## src/rtl/dest_tag_pipeline_if.sv

```systemverilog
// Operand-forwarding producer interface: ID-stage tag/source inputs, branch/memory
// control, and the EX/MEM and MEM/WB destination tags plus hazard/perf outputs.
interface dest_tag_pipeline_if #(
  parameter int REG_ADDR_W = 4,
  parameter int CNT_W      = 16
);
  logic                  id_valid;
  logic [REG_ADDR_W-1:0] rd_id;
  logic                  reg_write_id;
  logic                  mem_read_id;
  logic [REG_ADDR_W-1:0] rn_id;
  logic [REG_ADDR_W-1:0] rm_id;
  logic                  use_rn_id;
  logic                  use_rm_id;
  logic                  flush_ex;
  logic                  mem_hold;
  logic                  stall_id;
  logic [REG_ADDR_W-1:0] rd_exmem;
  logic                  reg_write_en_exmem;
  logic [REG_ADDR_W-1:0] rd_memwb;
  logic                  reg_write_en_memwb;
  logic                  wb_retire;
  logic [CNT_W-1:0]      stall_count;
  logic [CNT_W-1:0]      retire_count;

  modport master (
    output id_valid, rd_id, reg_write_id, mem_read_id, rn_id, rm_id,
           use_rn_id, use_rm_id, flush_ex, mem_hold,
    input  stall_id, rd_exmem, reg_write_en_exmem, rd_memwb,
           reg_write_en_memwb, wb_retire, stall_count, retire_count
  );

  modport slave (
    input  id_valid, rd_id, reg_write_id, mem_read_id, rn_id, rm_id,
           use_rn_id, use_rm_id, flush_ex, mem_hold,
    output stall_id, rd_exmem, reg_write_en_exmem, rd_memwb,
           reg_write_en_memwb, wb_retire, stall_count, retire_count
  );
endinterface

```

## src/rtl/dest_tag_pipeline.sv

```systemverilog
// Carries destination tags through ID/EX, EX/MEM, MEM/WB; detects load-use hazards
// and sequences hold/flush for tags, with stall and retire counters.
module dest_tag_pipeline #(
  parameter int REG_ADDR_W = 4,
  parameter int CNT_W      = 16
) (
  input logic                clk,
  input logic                rst_n,
  dest_tag_pipeline_if.slave bus
);

  typedef struct packed {
    logic                  valid;
    logic [REG_ADDR_W-1:0] rd;
    logic                  reg_write;
    logic                  mem_read;
  } tag_t;

  tag_t ex_q, ex_d, mem_q, mem_d, wb_q, wb_d, id_tag_s;
  logic load_use_s, stall_s;
  logic [CNT_W-1:0] stall_cnt_q, stall_cnt_d, retire_cnt_q, retire_cnt_d;

  // Hazard detection: a load in EX whose result the ID instruction needs now.
  always_comb begin
    id_tag_s   = {bus.id_valid, bus.rd_id, bus.reg_write_id, bus.mem_read_id};
    load_use_s = 1'b0;
    if (bus.id_valid && ex_q.valid && ex_q.mem_read && ex_q.reg_write &&
        (ex_q.rd != {REG_ADDR_W{1'b0}})) begin
      load_use_s = (bus.use_rn_id && (bus.rn_id == ex_q.rd)) ||
                   (bus.use_rm_id && (bus.rm_id == ex_q.rd));
    end else begin
      load_use_s = 1'b0;
    end
    stall_s = load_use_s | bus.mem_hold;
  end

  // Stage advance: hold beats flush beats load-use bubble beats normal flow.
  always_comb begin
    ex_d  = ex_q;
    mem_d = mem_q;
    wb_d  = wb_q;
    if (bus.mem_hold) begin
      // WB drains to a bubble so its instruction retires only once.
      wb_d       = mem_q;
      wb_d.valid = 1'b0;
    end else if (bus.flush_ex || load_use_s) begin
      ex_d       = id_tag_s;
      ex_d.valid = 1'b0;
      mem_d      = ex_q;
      wb_d       = mem_q;
    end else begin
      ex_d  = id_tag_s;
      mem_d = ex_q;
      wb_d  = mem_q;
    end
  end

  // Performance counters: stall saturates, retire wraps.
  always_comb begin
    if (stall_s && (stall_cnt_q != {CNT_W{1'b1}})) begin
      stall_cnt_d = stall_cnt_q + {{(CNT_W-1){1'b0}}, 1'b1};
    end else begin
      stall_cnt_d = stall_cnt_q;
    end
    if (wb_q.valid) begin
      retire_cnt_d = retire_cnt_q + {{(CNT_W-1){1'b0}}, 1'b1};
    end else begin
      retire_cnt_d = retire_cnt_q;
    end
  end

  // State registers.
  always_ff @(posedge clk or negedge rst_n) begin
    if (!rst_n) begin
      ex_q         <= '0;
      mem_q        <= '0;
      wb_q         <= '0;
      stall_cnt_q  <= {CNT_W{1'b0}};
      retire_cnt_q <= {CNT_W{1'b0}};
    end else begin
      ex_q         <= ex_d;
      mem_q        <= mem_d;
      wb_q         <= wb_d;
      stall_cnt_q  <= stall_cnt_d;
      retire_cnt_q <= retire_cnt_d;
    end
  end

  assign bus.stall_id           = stall_s;
  assign bus.rd_exmem           = mem_q.rd;
  assign bus.reg_write_en_exmem = mem_q.valid & mem_q.reg_write;
  assign bus.rd_memwb           = wb_q.rd;
  assign bus.reg_write_en_memwb = wb_q.valid & wb_q.reg_write;
  assign bus.wb_retire          = wb_q.valid;
  assign bus.stall_count        = stall_cnt_q;
  assign bus.retire_count       = retire_cnt_q;

endmodule

```

## src/flat_wrapper.sv

```systemverilog
// flat-port wrapper written by rule: the top's interface ports become plain ports
module dest_tag_pipeline_flat 
#(
  parameter int REG_ADDR_W = 4,
  parameter int CNT_W      = 16
)
  (clk, rst_n, bus_id_valid, bus_rd_id, bus_reg_write_id, bus_mem_read_id, bus_rn_id, bus_rm_id, bus_use_rn_id, bus_use_rm_id, bus_flush_ex, bus_mem_hold, bus_stall_id, bus_rd_exmem, bus_reg_write_en_exmem, bus_rd_memwb, bus_reg_write_en_memwb, bus_wb_retire, bus_stall_count, bus_retire_count);
  dest_tag_pipeline_if #(.REG_ADDR_W(REG_ADDR_W), .CNT_W(CNT_W)) bus_i ();
  input logic clk;
  input logic rst_n;
  input wire logic [$bits(bus_i.id_valid)-1:0] bus_id_valid;
  input wire logic [$bits(bus_i.rd_id)-1:0] bus_rd_id;
  input wire logic [$bits(bus_i.reg_write_id)-1:0] bus_reg_write_id;
  input wire logic [$bits(bus_i.mem_read_id)-1:0] bus_mem_read_id;
  input wire logic [$bits(bus_i.rn_id)-1:0] bus_rn_id;
  input wire logic [$bits(bus_i.rm_id)-1:0] bus_rm_id;
  input wire logic [$bits(bus_i.use_rn_id)-1:0] bus_use_rn_id;
  input wire logic [$bits(bus_i.use_rm_id)-1:0] bus_use_rm_id;
  input wire logic [$bits(bus_i.flush_ex)-1:0] bus_flush_ex;
  input wire logic [$bits(bus_i.mem_hold)-1:0] bus_mem_hold;
  output wire logic [$bits(bus_i.stall_id)-1:0] bus_stall_id;
  output wire logic [$bits(bus_i.rd_exmem)-1:0] bus_rd_exmem;
  output wire logic [$bits(bus_i.reg_write_en_exmem)-1:0] bus_reg_write_en_exmem;
  output wire logic [$bits(bus_i.rd_memwb)-1:0] bus_rd_memwb;
  output wire logic [$bits(bus_i.reg_write_en_memwb)-1:0] bus_reg_write_en_memwb;
  output wire logic [$bits(bus_i.wb_retire)-1:0] bus_wb_retire;
  output wire logic [$bits(bus_i.stall_count)-1:0] bus_stall_count;
  output wire logic [$bits(bus_i.retire_count)-1:0] bus_retire_count;
  assign bus_i.id_valid = bus_id_valid;
  assign bus_i.rd_id = bus_rd_id;
  assign bus_i.reg_write_id = bus_reg_write_id;
  assign bus_i.mem_read_id = bus_mem_read_id;
  assign bus_i.rn_id = bus_rn_id;
  assign bus_i.rm_id = bus_rm_id;
  assign bus_i.use_rn_id = bus_use_rn_id;
  assign bus_i.use_rm_id = bus_use_rm_id;
  assign bus_i.flush_ex = bus_flush_ex;
  assign bus_i.mem_hold = bus_mem_hold;
  assign bus_stall_id = bus_i.stall_id;
  assign bus_rd_exmem = bus_i.rd_exmem;
  assign bus_reg_write_en_exmem = bus_i.reg_write_en_exmem;
  assign bus_rd_memwb = bus_i.rd_memwb;
  assign bus_reg_write_en_memwb = bus_i.reg_write_en_memwb;
  assign bus_wb_retire = bus_i.wb_retire;
  assign bus_stall_count = bus_i.stall_count;
  assign bus_retire_count = bus_i.retire_count;
  dest_tag_pipeline #(.REG_ADDR_W(REG_ADDR_W), .CNT_W(CNT_W)) u_core (.clk(clk), .rst_n(rst_n), .bus(bus_i));
endmodule
```

## config.mk

```make
export PLATFORM = sky130hd
export DESIGN_NAME = dest_tag_pipeline_flat
export DESIGN_NICKNAME = d
export VERILOG_FILES = /design/src/rtl/dest_tag_pipeline_if.sv /design/src/rtl/dest_tag_pipeline.sv /design/src/flat_wrapper.sv
export SDC_FILE = /design/constraint.sdc
export NUM_CORES = 1
export LEC_CHECK = 0
export BUFFER_PORTS_ARGS = -buffer_cell sky130_fd_sc_hd__buf_2
export CORE_MARGIN = 3
export CORE_UTILIZATION = 52
export DETAILED_ROUTE_END_ITERATION = 8
export PLACE_DENSITY = 0.91
export SYNTH_ARGS = -nofsm -noshare
export SYNTH_HDL_FRONTEND = slang
export SYNTH_SLANG_ARGS = --single-unit
```

## constraint.sdc

```tcl
create_clock -name clk -period 2.7 [get_ports clk]
set_clock_uncertainty 0.2 [all_clocks]
set_input_delay 0.27 -clock clk [delete_from_list [all_inputs] [get_ports clk]]
set_output_delay 0.27 -clock clk [all_outputs]
set_load 0.05 [all_outputs]
```

# Word-level counts from Yosys, hierarchy flattened
# Index checks and enable logic that the tools add are counted.
# W data, S select, Z words.
# word_totals
register_bits	52
word_cells	34
# op_classes
eq_ne	3
bitwise_logic	3
add_sub_neg	2
muxes	3
reduce_logical	10
# ops
cell	count
$add A16 B1 Y16 const B	2
$ne A16 B16 Y1 const B	1
$mux W7	2
$eq A4 B4 Y1	2
$logic_and A1 B1 Y1	7
$reduce_bool A4 Y1	1
$and A1 B1 Y1	2
$logic_or A1 B1 Y1	2
$mux W1	1
$or A1 B1 Y1	1

# Depth between registers and ports, before layout
# Gate-level depths: netlist (run 1).
# depth
word_depth	7
ltp_mapped	7
ltp_nobuf	7

# Worst setup path before layout (run 1)
# No wires, ideal clock.
# synth_path
kind	reg2reg
from	reg u_core.stall_cnt_q[3] (netlist: u_core.bus.stall_count[3])
to	reg u_core.stall_cnt_q[1] (netlist: u_core.bus.stall_count[1])
setup_slack_ps	562
stages_incl_launch_ff	6
synth_period_minus_slack_ps	2138
required_ps	2375
setup_time_ps	125
t_arrival_ps	1813
cell_sequence	dfrtp_1 > clkbuf_1 > nand3_1 > nor3_1 > nor2_2 > mux2_4
# synth_via
elab_chain_len	2
# synth_rtl
item	line	source
from (decl)	dest_tag_pipeline.sv:21	logic [CNT_W-1:0] stall_cnt_q, stall_cnt_d, retire_cnt_q, retire_cnt_d;
from (signal assigned)	dest_tag_pipeline.sv:78	stall_cnt_q <= {CNT_W{1'b0}};
from (signal assigned)	dest_tag_pipeline.sv:84	stall_cnt_q <= stall_cnt_d;
$ne A16 B16 Y1	dest_tag_pipeline.sv:60	if (stall_s && (stall_cnt_q != {CNT_W{1'b1}})) begin
$logic_and A1 B1 Y1	dest_tag_pipeline.sv:60	
# No other way between the ends.
# A chain may end at the register's enable or synchronous reset.

# Final worst setup path (run 1)
# layout_path
from	reg u_core.ex_q[2] in the netlist's numbering
to	out bus_stall_id
# layout_via
elab_chain_len	5
elab_cells_between_ends	9
cone_classes	eq/ne: 2; mux: 1; bitwise: 1; reduce/logical: 5
# layout_rtl
item	line	source
from (decl)	dest_tag_pipeline.sv:19	tag_t ex_q, ex_d, mem_q, mem_d, wb_q, wb_d, id_tag_s;
from (signal assigned)	dest_tag_pipeline.sv:75	ex_q <= '0;
from (signal assigned)	dest_tag_pipeline.sv:81	ex_q <= ex_d;
$eq A4 B4 Y1, on equally long branches	dest_tag_pipeline.sv:29, dest_tag_pipeline.sv:30	
$logic_and A1 B1 Y1, on equally long branches	dest_tag_pipeline.sv:29, dest_tag_pipeline.sv:30	
$logic_or A1 B1 Y1	dest_tag_pipeline.sv:29	load_use_s = (bus.use_rn_id && (bus.rn_id == ex_q.rd)) ||
$mux W1 (*)	dest_tag_pipeline.sv:27	if (bus.id_valid && ex_q.valid && ex_q.mem_read && ex_q.reg_write &&
$or A1 B1 Y1 (*)	dest_tag_pipeline.sv:34	stall_s = load_use_s | bus.mem_hold;
to (decl)	flat_wrapper.sv:21	output wire logic [$bits(bus_i.stall_id)-1:0] bus_stall_id;
# Mark *: on every way between the ends. The rest lies on a longest branch, timed or not.

==> results_dict.tcl, run 1 <==
set metrics [dict create \
    avgSynthCellArea_um2 11.9 \
    arrival_ns 1.91 \
    clkLatencyLatePin_ns 0.29 \
    dieArea_um2 5380 \
    max_freq_mhz 421 \
    ff2ff_setup_slack_ns 0.38 \
    min_period_over_period 0.880 \
    hold_depth 2 \
    worst-path-max-fanout 8 \
    firstDrtPassIters 4 \
    post_cts_resize_count 0 \
    finalSetupTns_ns 0 \
    portBuffers 64 \
    nets 287 \
    worst-setup-path-type "reg -> out" \
    ys_seq_area_frac 0.541 \
    postPlaceCellArea_um2 2660 \
    end_kind "primary output" \
    yosys.cell_count.top_type "dfrtp_1" \
    synth_nets 222 \
    cp.required_ns 2.23 \
    via_count 1682 \
    path_delay_family "simple AND/OR/NAND/NOR gates" \
    synth_common_cells "dfrtp_1 (51), xor2_1 (17), xnor2_1 (14)" \
    synth-main-ff-cell "dfrtp_1" \
    p_leak_nw 1.38 \
    holdPathEnd "u_core.ex_q[0]$_DFFE_PN0N_" \
    fp.dieH_um 73.4 \
    dp_hpwl_um 3320 \
    max-slew-margin-rel 0.592 \
    synth_cells 199 \
    synth-seq-cells 51 \
    hold_ws_ns 0.0187 \
    wl_um 4480 \
    path_cells "xor2_1 -> nor3_1 -> and4_1 -> nor3_4 -> inv_2 -> buf_2" \
    grt_pass1_vias 1634 \
    antenna_cells 0 \
    syn2layout_area_growth_pct 19.0 \
    cp_num_buf_inv 2 \
    htree_levels 2 \
    rsz0062_at_grt "no" \
    final_hold_viol_count 0 \
    min_path_type "in -> reg" \
    cts_tree "yes" \
    p_sw_mw 1.02 \
    core_um2 4200 \
    timing.rr.start "u_core.ex_q[2]$_DFFE_PN0N_" \
    cts-root-buf "clkbuf_8" \
    clk_pin_slew_ns 0.09 \
    drcViolationCount 0 \
    async_reset_ff_frac 1.00 \
    wl_per_cell_um 14.2 \
    yosysTopAreaCell "dfrtp_1" \
    syn_area_um2 2360 \
    gp_congestion 0.859 \
    synthDominantCellAreaShare 0.541 \
    setup_slack_ns 0.323 \
    yosys_warnings 0 \
    row_count 23 \
    synth_area_leaders "dfrtp_1 (54%), xor2_1 (6.3%), mux2_2 (6.2%), xnor2_1 (5.2%), buf_4 (2.9%)" \
    swShare 0.438 \
    grt_max_degree 52 \
    cp-start-kind "flip-flop" \
    p_seq_frac 0.454 \
    dpl_worst_slack_ns 0.314 \
    powerDensity_nw_per_um2 829 \
    drv_cap 0 \
    combPwrFrac 0.368 \
    cts.sinks 51 \
    track_usage 0.180 \
    numCtsBuffers 5 \
    ir_worst_vdd_uv 794 \
    drt_iter0_drc 56 \
    ios 65 \
    antenna_found_initial 0 \
    status "completed" \
    synth-edff-count 0 \
    r2r_cells 7 \
    r2r_end "u_core.bus.stall_count[10]$_DFFE_PN0P_" \
    slowest_stage "dfrtp_1" \
    grt_pass1_wl_um 7440 \
    clkPwrFrac 0.178 \
    drive_above_1_share 0.358 \
    crit_path_max_incr_delay_ns 0.45 \
    start_util 0.562 \
    via_per_inst 5.34 \
    dieWidth_um 73.4 \
    overflow 0 \
    min_period_ns 2.38 \
    p_int_mw 1.31 \
    slew_violations 0 \
    hp-start "bus_mem_read_id" \
    clockBufferDepth 2 \
    worst_pin_slew_ns 0.612 \
    ant_nets 0 \
    synth_cell_type_count 34 \
    setup_violations 0 \
    postLayoutCellArea_um2 2810 \
]
==> metal layers <==
metal  vias to the layer above  part of all wire  GRT usage
met1                       802              0.43      0.231
li1                        817                 -          -
met4                         0            0.0051     0.0644
met2                        61              0.50      0.291
met5                         -                 0          0
met3                         2             0.066     0.0520
==> flip-flops by register name, summed over array words and instances (netlist names) <==
| signal | flops |
|---|---|
| u_core.bus.wb_retire | 1 |
| u_core.ex_q | 7 |
| u_core.mem_q | 2 |
| u_core.bus.retire_count | 16 |
| u_core.bus.stall_count | 16 |
| u_core.bus.rd_exmem | 4 |
| u_core.wb_q | 1 |
| u_core.bus.rd_memwb | 4 |
==> cells by family (layout without fill, tap and decap cells) <==
| logic type | after synthesis | count (layout) | synth area share |
|---|---|---|---|
| buf+inv | 15 | 81 | 0.0413 |
| mux | 18 | 18 | 0.0874 |
| xor+xnor | 31 | 31 | 0.115 |
| simple gates | 74 | 74 | 0.185 |
| fa+ha+maj | 2 | 2 | 0.0106 |
| compound gates | 8 | 8 | 0.0196 |
| flops | 51 | 51 | 0.541 |
==> how the worst max path moves through the flow <==
stage / start / end / slack (ns) / cells after the start
2_1_floorplan: u_core.bus.stall_count[3]$_DFFE_PN0P_ / u_core.bus.stall_count[1]$_DFFE_PN0P_ / 0.56 / 5
3_3_place_gp: u_core.ex_q[3]$_DFFE_PN0N_ / u_core.bus.stall_count[14]$_DFFE_PN0P_ / 0.38 / 7
3_5_place_dp: u_core.ex_q[3]$_DFFE_PN0N_ / u_core.bus.stall_count[14]$_DFFE_PN0P_ / 0.31 / 7
4_1_cts: u_core.ex_q[3]$_DFFE_PN0N_ / bus_stall_id / 0.03 / 6
5_1_grt: u_core.ex_q[2]$_DFFE_PN0N_ / bus_stall_id / 0.21 / 6
6_report: u_core.ex_q[2]$_DFFE_PN0N_ / bus_stall_id / 0.32 / 6
==> cells in the final DEF (no fill, tap or decap) <==
master | synthesis | routed
o21ai_0 | 1 | 1
and3_1 | 10 | 10
nor4_1 | 1 | 1
nor3b_2 | 1 | 1
and2_1 | 3 | 3
xnor2_1 | 14 | 14
a31oi_1 | 2 | 2
buf_4 | 9 | 2
or4b_1 | 1 | 1
nor4b_2 | 1 | 1
and4_4 | 1 | 1
nor3_4 | 1 | 1
xor2_1 | 17 | 17
and4_1 | 2 | 2
nand2b_1 | 1 | 1
a41oi_1 | 1 | 1
mux2_4 | 1 | 1
nand3_1 | 12 | 12
nor2b_1 | 1 | 1
mux2_2 | 13 | 13
mux2_1 | 4 | 4
nor4_2 | 1 | 1
dfrtp_1 | 51 | 51
nor3_1 | 10 | 10
nor2_1 | 5 | 5
nand2_1 | 12 | 12
clkinv_2 | 0 | 3
clkbuf_8 | 0 | 5
nand4_1 | 10 | 10
o21ai_1 | 1 | 1
ha_1 | 2 | 2
a21oi_1 | 3 | 3
nor2_2 | 1 | 1
buf_2 | 0 | 64
dlygate4sd3_1 | 0 | 6
inv_2 | 1 | 1
==> through the flow <==
stage                     std cells  power (mW)  utilization
after floorplan                 199        1.73            -
after global placement          300        1.90        0.633
after detailed placement        300        1.93        0.633
after CTS                       314        2.36        0.667
after global routing            315        2.47        0.669
final                           315        2.33        0.669
==> layout make-up <==
type                    count  area [µm²]
well taps                  50        62.6
multi-input cells         133         987
inverters                   1        3.75
fillers                   313        1390
flip-flops and latches     51        1280
clock inverters             3        15.0
repair buffers             72         395
clock buffers               5        68.8
==> power by group through the flow <==
stage | clock [mW] | combinational [mW] | sequential (mW)
detailed placement | 0 | 0.856 | 1.07
CTS | 0.437 | 0.865 | 1.06
floorplan | 0 | 0.353 | 1.37
global placement | 0 | 0.841 | 1.06
finish | 0.413 | 0.857 | 1.06
global route | 0.469 | 0.914 | 1.09
==> repair_timing <==
| item | in CTS | in global routing |
|---|---|---|
| endpoints found under the hold margin | 56 | 0 |
| endpoints found under the setup margin | 0 | 1 |
| hold buffers | 6 | 0 |
| buffers inserted | 0 | 1 |
Note: power is estimated with default switching activity, not from simulation.
==> inputs of run 2 (changes only) <==
clock period = 2.3 ns   (was 2.7 ns; I/O delays follow)
==> results_dict.tcl, run 2 (synthesized netlist as in run 1, its figures left out) <==
set metrics [dict create \
    dieArea_um2 5380 \
    cts.sinks 51 \
    postLayoutCellArea_um2 2880 \
    grt_max_degree 30 \
    worst-path-max-fanout 10 \
    via_per_inst 5.48 \
    clockBufferDepth 2 \
    fp.dieH_um 73.4 \
    ir_worst_vdd_uv 901 \
    end_kind "flip-flop" \
    mostFrequentLayoutCells "buf_2 (63), dfrtp_1 (47), xor2_1 (17)" \
    fill_cells 322 \
    core_um2 4200 \
    p_sw_mw 1.18 \
    dieWidth_um 73.4 \
    drcViolationCount 0 \
    gp_congestion 0.863 \
    drive_above_1_share 0.377 \
    min_period_over_period 0.978 \
    swShare 0.434 \
    final_hold_viol_count 0 \
    drt_iter0_drc 64 \
    power_mw 2.73 \
    max_freq_mhz 444 \
    wl_um 4540 \
    clk_pin_slew_ns 0.08 \
    status "completed" \
    portBuffers 64 \
    setup_violations 0 \
    ff2ff_setup_slack_ns 0.05 \
    min_path_type "in -> reg" \
    max-slew-margin-rel 0.652 \
    crit_top_cell "nor3_1" \
    postPlaceCellArea_um2 2680 \
    ant_nets 0 \
    cts_tree "yes" \
    row_count 23 \
    worst_pin_slew_ns 0.522 \
    p_int_mw 1.54 \
    syn2layout_area_growth_pct 21.8 \
    path_delay_family "simple AND/OR/NAND/NOR gates" \
    numCtsBuffers 5 \
    p_leak_nw 1.40 \
    min_period_ns 2.25 \
    grt_pass1_vias 1626 \
    cp-start-kind "flip-flop" \
    cp.required_ns 2.27 \
    cp_num_buf_inv 1 \
    p_seq_frac 0.458 \
    wl_per_cell_um 14.3 \
    drv_cap 0 \
    track_usage 0.176 \
    cts-root-buf "clkbuf_8" \
    dp_hpwl_um 3310 \
    worst-setup-path-type "reg -> reg" \
    htree_levels 2 \
    slew_violations 0 \
    antenna_cells 0 \
    path_cells "xor2_1 -> nor3_1 -> and4_1 -> nor3_4 -> buf_4 -> nor3_1 -> mux2_1" \
    hold_ws_ns 0.00984 \
    ios 65 \
    slowest_stage "dfrtp_2" \
    via_count 1743 \
    firstDrtPassIters 4 \
    start_util 0.562 \
    grt_pass1_wl_um 7360 \
    antenna_found_initial 0 \
    crit_path_max_incr_delay_ns 0.46 \
    arrival_ns 2.22 \
    nets 292 \
    layout_commonest_cell "buf_2" \
    clkPwrFrac 0.167 \
    clkLatencyLatePin_ns 0.29 \
    combPwrFrac 0.375 \
    overflow 0 \
    powerDensity_nw_per_um2 948 \
]
run 2: worst paths after layout:
check | from | endpoint | cells past startpoint
max reg2reg | u_core.ex_q[2]$_DFFE_PN0N_ | u_core.bus.stall_count[10]$_DFFE_PN0P_ | 7
max | u_core.ex_q[2]$_DFFE_PN0N_ | u_core.bus.stall_count[10]$_DFFE_PN0P_ | 7
min reg2reg | u_core.bus.rd_exmem[1]$_DFFE_PN0N_ | u_core.bus.rd_memwb[1]$_DFF_PN0_ | 0
min in group asynchronous | rst_n | u_core.bus.retire_count[14]$_DFFE_PN0P_ | 2
min | bus_flush_ex | u_core.ex_q[6]$_DFFE_PN0N_ | 3
max in group asynchronous | rst_n | u_core.ex_q[3]$_DFFE_PN0N_ | 3
run 2: layer usage:
| layer | vias up | track usage | part of all wire |
|---|---|---|---|
| met5 | - | 0 | 0 |
| met4 | 0 | 0.0503 | 0.010 |
| met3 | 5 | 0.0451 | 0.066 |
| met2 | 60 | 0.287 | 0.48 |
| met1 | 850 | 0.232 | 0.44 |
| li1 | 828 | - | - |
run 2: worst reg2reg max path: stages, from the launching register on:
cell and delay [ns]:
dfrtp_2 0.46, xor2_1 0.17, nor3_1 0.20, and4_1 0.29
nor3_4 0.06, buf_4 0.19, nor3_1 0.23, mux2_1 0.34
run 2: cell type report:
type	instances	area (µm²)	share of cell area
tap	50	62.6	0.0217
clock buffer	6	72.6	0.0252
multi-input combinational	133	1000	0.348
sequential	51	1280	0.445
inverter	1	3.75	0.00130
timing repair buffer	77	454	0.158
run 2: timing repair:
item	in CTS	in global routing
hold endpoints to repair	28	0
setup buffers	0	4
endpoints found under the setup margin	1	2
hold buffers	7	0
resized for setup	3	5
pin swaps	0	1
run 2: power groups by stage:
stage / combinational, mW / sequential (mW) / clock [mW]
after floorplan: 0.415 / 1.61 / 0
after global placement: 0.990 / 1.25 / 0
after detailed placement: 1.00 / 1.26 / 0
after CTS: 1.02 / 1.24 / 0.473
after global routing: 1.09 / 1.28 / 0.504
final: 1.02 / 1.25 / 0.456
run 2: metrics by stage:
stage / setup TNS (ns) / instances / setup WS (ns) / util
6_report: 0 / 318 / 0.0495 / 0.685
5_1_grt: -0.0281 / 318 / -0.0243 / 0.685
4_1_cts: 0 / 314 / 0.0243 / 0.674
3_5_place_dp: 0 / 301 / 0.106 / 0.637
3_3_place_gp: 0 / 301 / 0.177 / 0.637
2_1_floorplan: 0 / 199 / 0.162 / -
